### src/rtl/mpc2_arith_pkg.sv
// Shared width constants for the MPC-II arithmetic unit (divider and multiplier).
// Keeping them in one place keeps both blocks width-matched.
package mpc2_arith_pkg;

  localparam int QW    = 28;
  localparam int DW    = 16;
  localparam int PW    = QW + DW;
  localparam int CNT_W = 5;
  localparam int AW    = PW + 1;

endpackage

### src/rtl/mul_step.sv
// One shift-add iteration: conditionally add the multiplicand into the upper half,
// then shift the whole accumulator right by one bit.
module mul_step
  import mpc2_arith_pkg::*;
(
  input  logic [AW-1:0] acc,
  input  logic [DW-1:0] dr,
  output logic [AW-1:0] acc_next
);

  logic [DW:0] hi;

  // The upper DW+1 bits never carry out: the top bit is always 0 after each shift.
  always_comb begin
    hi       = acc[AW-1:QW] + (acc[0] ? {1'b0, dr} : '0);
    acc_next = {hi, acc[QW-1:0]} >> 1;
  end

endmodule

### src/rtl/mul_28b_16b_int.sv
// Sequential multiply-accumulate p = q*d + r, one product bit per clock.
// Optional overflow flag enabled by defining MUL_28B_16B_OVF_EN.
module mul_28b_16b_int
  import mpc2_arith_pkg::*;
(
  input  logic          clk,
  input  logic          rst,
  input  logic [QW-1:0] q,
  input  logic [DW-1:0] d,
  input  logic [DW-1:0] r,
  input  logic          startp,
  output logic [PW-1:0] p,
  output logic          busy,
  output logic          done,
  output logic          ovf
);

  logic [CNT_W-1:0] i_q, i_d;
  logic [AW-1:0]    acc_q, acc_d, acc_step;
  logic [DW-1:0]    dr_q, dr_d;
  logic             done_q, done_d;
  logic             last_step;

  mul_step u_step (
    .acc      (acc_q),
    .dr       (dr_q),
    .acc_next (acc_step)
  );

  assign last_step = (i_q == CNT_W'(1));

  // A start pulse always wins, so a restart silently discards any run in flight.
  always_comb begin
    i_d    = i_q;
    acc_d  = acc_q;
    dr_d   = dr_q;
    done_d = 1'b0;
    if (startp) begin
      acc_d = {1'b0, r, q};
      dr_d  = d;
      i_d   = CNT_W'(QW);
    end else if (i_q != '0) begin
      acc_d  = acc_step;
      i_d    = i_q - CNT_W'(1);
      done_d = last_step;
    end
  end

  always_ff @(posedge clk or posedge rst) begin
    if (rst) begin
      i_q    <= '0;
      acc_q  <= '0;
      dr_q   <= '0;
      done_q <= 1'b0;
    end else begin
      i_q    <= i_d;
      acc_q  <= acc_d;
      dr_q   <= dr_d;
      done_q <= done_d;
    end
  end

`ifdef MUL_28B_16B_OVF_EN
  logic ovf_q, ovf_d;

  // Flag a result that cannot be a QW-bit dividend; held until the next start.
  always_comb begin
    ovf_d = ovf_q;
    if (startp) begin
      ovf_d = 1'b0;
    end else if (last_step) begin
      ovf_d = |acc_step[PW-1:QW];
    end
  end

  always_ff @(posedge clk or posedge rst) begin
    if (rst) begin
      ovf_q <= 1'b0;
    end else begin
      ovf_q <= ovf_d;
    end
  end

  assign ovf = ovf_q;
`else
  assign ovf = 1'b0;
`endif

  assign p    = acc_q[PW-1:0];
  assign busy = (i_q != '0);
  assign done = done_q;

endmodule

### config.mk
export PLATFORM = sky130hd
export DESIGN_NAME = mul_28b_16b_int
export DESIGN_NICKNAME = d
export VERILOG_FILES = /design/src/rtl/mpc2_arith_pkg.sv /design/src/rtl/mul_step.sv /design/src/rtl/mul_28b_16b_int.sv
export SDC_FILE = /design/constraint.sdc
export NUM_CORES = 1
export LEC_CHECK = 0
export BUFFER_PORTS_ARGS = -buffer_cell sky130_fd_sc_hd__buf_2
export CAP_MARGIN = 20
export CORE_UTILIZATION = 29
export CTS_CLUSTER_SIZE = 12
export DETAILED_ROUTE_END_ITERATION = 16
export HOLD_SLACK_MARGIN = 0.05
export SLEW_MARGIN = 20
export SYNTH_ARGS = -nofsm -noshare
export SYNTH_HDL_FRONTEND = slang
export SYNTH_SLANG_ARGS = --single-unit
### constraint.sdc
create_clock -name clk -period 3.05 [get_ports clk]
set_input_delay 0.1525 -clock clk [delete_from_list [all_inputs] [get_ports clk]]
set_output_delay 0.1525 -clock clk [all_outputs]
set_load 0.02 [all_outputs]
==> qor.yml <==
n_antenna_cell: 0
grt.total_usage_pct: 15.6
cts.sinks: 66
fin_skew_ns: 0.00719
wire_per_inst_um: 14.1
routed_via_density: 4.76
ys_ff_latch: 66
hold_viol: 0
clock-root-buffer: "clkbuf_16"
cts_resized: 0
path_max_fanout: 18
grt_pass1_wl_um: 16400
die_area_um2: 13500
vias: 3304
synth_area_um2: 3780
end_kind: "register"
status: "complete, no violations"
cp.arrival_ns: 2.92
fillers: 1280
synth_cells: 379
cap_violations: 0
drive_gt1_share_pct: 28.7
fp.coreArea_um2: 12700
max_freq_mhz: 369
synth-seq-area-share_pct: 43.7
dp_hpwl_um: 6920
irDropWorstVdd_mv: 0.319
gp_congestion: 0.785
p_leak_uw: 0.00248
fin_crit_sh_pct: 88.7
cts_made_buffers: 9
reg2reg_slack_ns: 0.34
worstMarginPinSlew_ns: 0.771
postRouteWirelength_um: 9790
required_ns: 3.26
final_util_pct: 40.9
area_delta_synth_final_pct: 37.1
min_path_type: "primary input to register"
drtAntennaViolNets: 0
yosysUniqueCellTypes: 48
cp-start-kind: "register"
fin_setup_tns_ns: 0
first_pass_iters: 4
rows: 41
fin_crit_ns: 2.71
slew_viol_final: 0
drt_iter0_drc: 105
grt_pass1_vias: 3430
crit_type: "register to register"
fin_nets: 602
rr_worst_depth: 9
ys.warnings.count: 0
drc: 0
holdPathStages: 2
port_buffers: 108
grt_remaining_overflow: 0
relSlewSlack_pct: 48.5
htree_num_levels: 3
r2r-start: "acc_q[0]"
path_clk_slew_ns: 0.05
rr_endpoint: "acc_q[39]"
dieHeight_um: 116
grt_max_degree: 64
rsz0062_at_grt: "no"
cts_setup_buffers: 0
clkLatencyLatePin_ns: 0.33
cts_max_path_buffers: 2
powerDensity_nw_per_um2: 608
hold_end: "dr_q[12]"
antenna_found_initial: 0
cts_tree: "built"
start_util_pct: 29.8
io_pins: 110
syn-mean-instance-area_um2: 9.96
finalSetupViolations: 0
die_width_um: 116
synth_fp_nets: 462
hp-start: "d[12]"
power breakdown:
part	total, uW	leakage [uW]	internal [uW]	switching [uW]
Combinational	957	0.00155	420	537
Sequential	1100	0.000782	996	101
Clock	1100	0.000151	727	369
flip-flops by register name (all words and copies together) (netlist names):
| register | flops |
|---|---|
| done | 1 |
| i_q | 5 |
| acc_q | 44 |
| dr_q | 16 |
worst max-delay path by stage:
stage | from | endpoint | slack [ns]
floorplan | acc_q[0] | acc_q[39] | 0.54
global placement | acc_q[0] | acc_q[39] | 0.43
detailed placement | acc_q[0] | acc_q[39] | 0.34
CTS | acc_q[0] | acc_q[39] | 0.32
global route | acc_q[0] | acc_q[39] | 0.08
finish | acc_q[0] | acc_q[39] | 0.34
critical path, cell delays in order (launching register included):
cell	delay [ns]
dfrtp_1	0.57
and2_1	0.24
ha_1	0.20
fa_1	0.41
a21oi_1	0.20
nand4b_1	0.17
nand2_1	0.13
a21oi_1	0.23
xnor2_1	0.11
a221o_1	0.32
metal layers:
layer,vias to the layer above,routed length (um),track usage (%)
met3,12,656,4.98
met1,1565,4150,18.1
li1,1632,-,-
met5,-,0,0
met4,0,123,4.19
met2,95,4850,27.7
per-stage QoR:
| stage | worst slack, ns | instances | hold slack, ns | total power, uW | area [um2] |
|---|---|---|---|---|---|
| 5_1_grt | 0.0830 | 694 | 0.0502 | 3340 | 5180 |
| 2_1_floorplan | 0.538 | 379 | 0.269 | 1750 | 3780 |
| 4_1_cts | 0.315 | 694 | 0.0501 | 3180 | 5180 |
| 6_report | 0.343 | 694 | 0.0556 | 3150 | 5180 |
| 3_3_place_gp | 0.426 | 639 | 0.339 | 2020 | 4460 |
| 3_5_place_dp | 0.339 | 639 | 0.342 | 2030 | 4460 |
layout make-up:
class,count,area [um2],area share (%)
clock buffer,11,243,4.69
inverter,8,30.0,0.580
sequential,66,1650,31.9
clock inverter,3,65.1,1.26
multi-input combinational,280,1990,38.3
timing repair buffer,154,988,19.1
tap,172,215,4.16
what timing repair did:
item,in CTS,in global routing
endpoints found under the hold margin,74,0
hold buffers,41,0
endpoints found under the setup margin,0,0
cells in the mapped netlist (all sizes together):
master	count	area share [%]
conb	1	0.099
o31ai	2	0.40
nand4b	1	0.23
inv	8	0.80
nand4	5	0.83
a2bb2oi	1	0.23
nor4	3	0.50
a221o	5	1.3
nor3	6	0.80
o21bai	1	0.20
o211a	2	0.53
a31oi	2	0.33
a211o	1	0.23
o31a	1	0.23
o32ai	1	0.23
or3b	1	0.23
a21o	8	1.6
buf	10	1.4
ha	19	6.3
and3	8	1.3
nand3	2	0.27
o22ai	1	0.17
mux2	17	5.1
o2111a	1	0.30
a31o	1	0.23
o211ai	5	1.1
clkbuf	15	1.5
dfrtp	66	44
fa	1	0.53
a2111oi	1	0.40
mux2i	30	8.0
nor2b	3	0.50
nand2	41	4.1
o21a	4	0.80
a211oi	2	0.40
or3	5	0.83
o21ai	33	4.5
xor2	6	1.4
xnor2	5	1.2
and2	18	3.0
a21oi	18	2.5
nor2	18	1.8
placed cells by master, fill, tap and decap left out, types with 9 or more instances in the layout:
master	count
dfrtp_1	66
buf_2	108
dlygate4sd3_1	41
clkbuf_16	9
nand2_1	41
ha_1	19
mux2_2	17
mux2i_1	30
and2_1	17
o21ai_0	32
nor2_1	18
a21oi_1	17
cells by family (layout without fill, tap and decap cells):
kind of cell | count (synthesis) | in the layout | share of synthesized area (%)
adders and majority gates | 20 | 20 | 6.83
and+or+nand+nor | 111 | 111 | 14.3
buffers and inverters | 33 | 176 | 3.71
muxes | 47 | 47 | 13.0
other | 1 | 1 | 0.0993
AOI/OAI and AO/OA | 90 | 90 | 15.7
xor gates and xnor gates | 11 | 11 | 2.55
DFF | 66 | 66 | 43.7
Power figures use the tool's default switching activity.
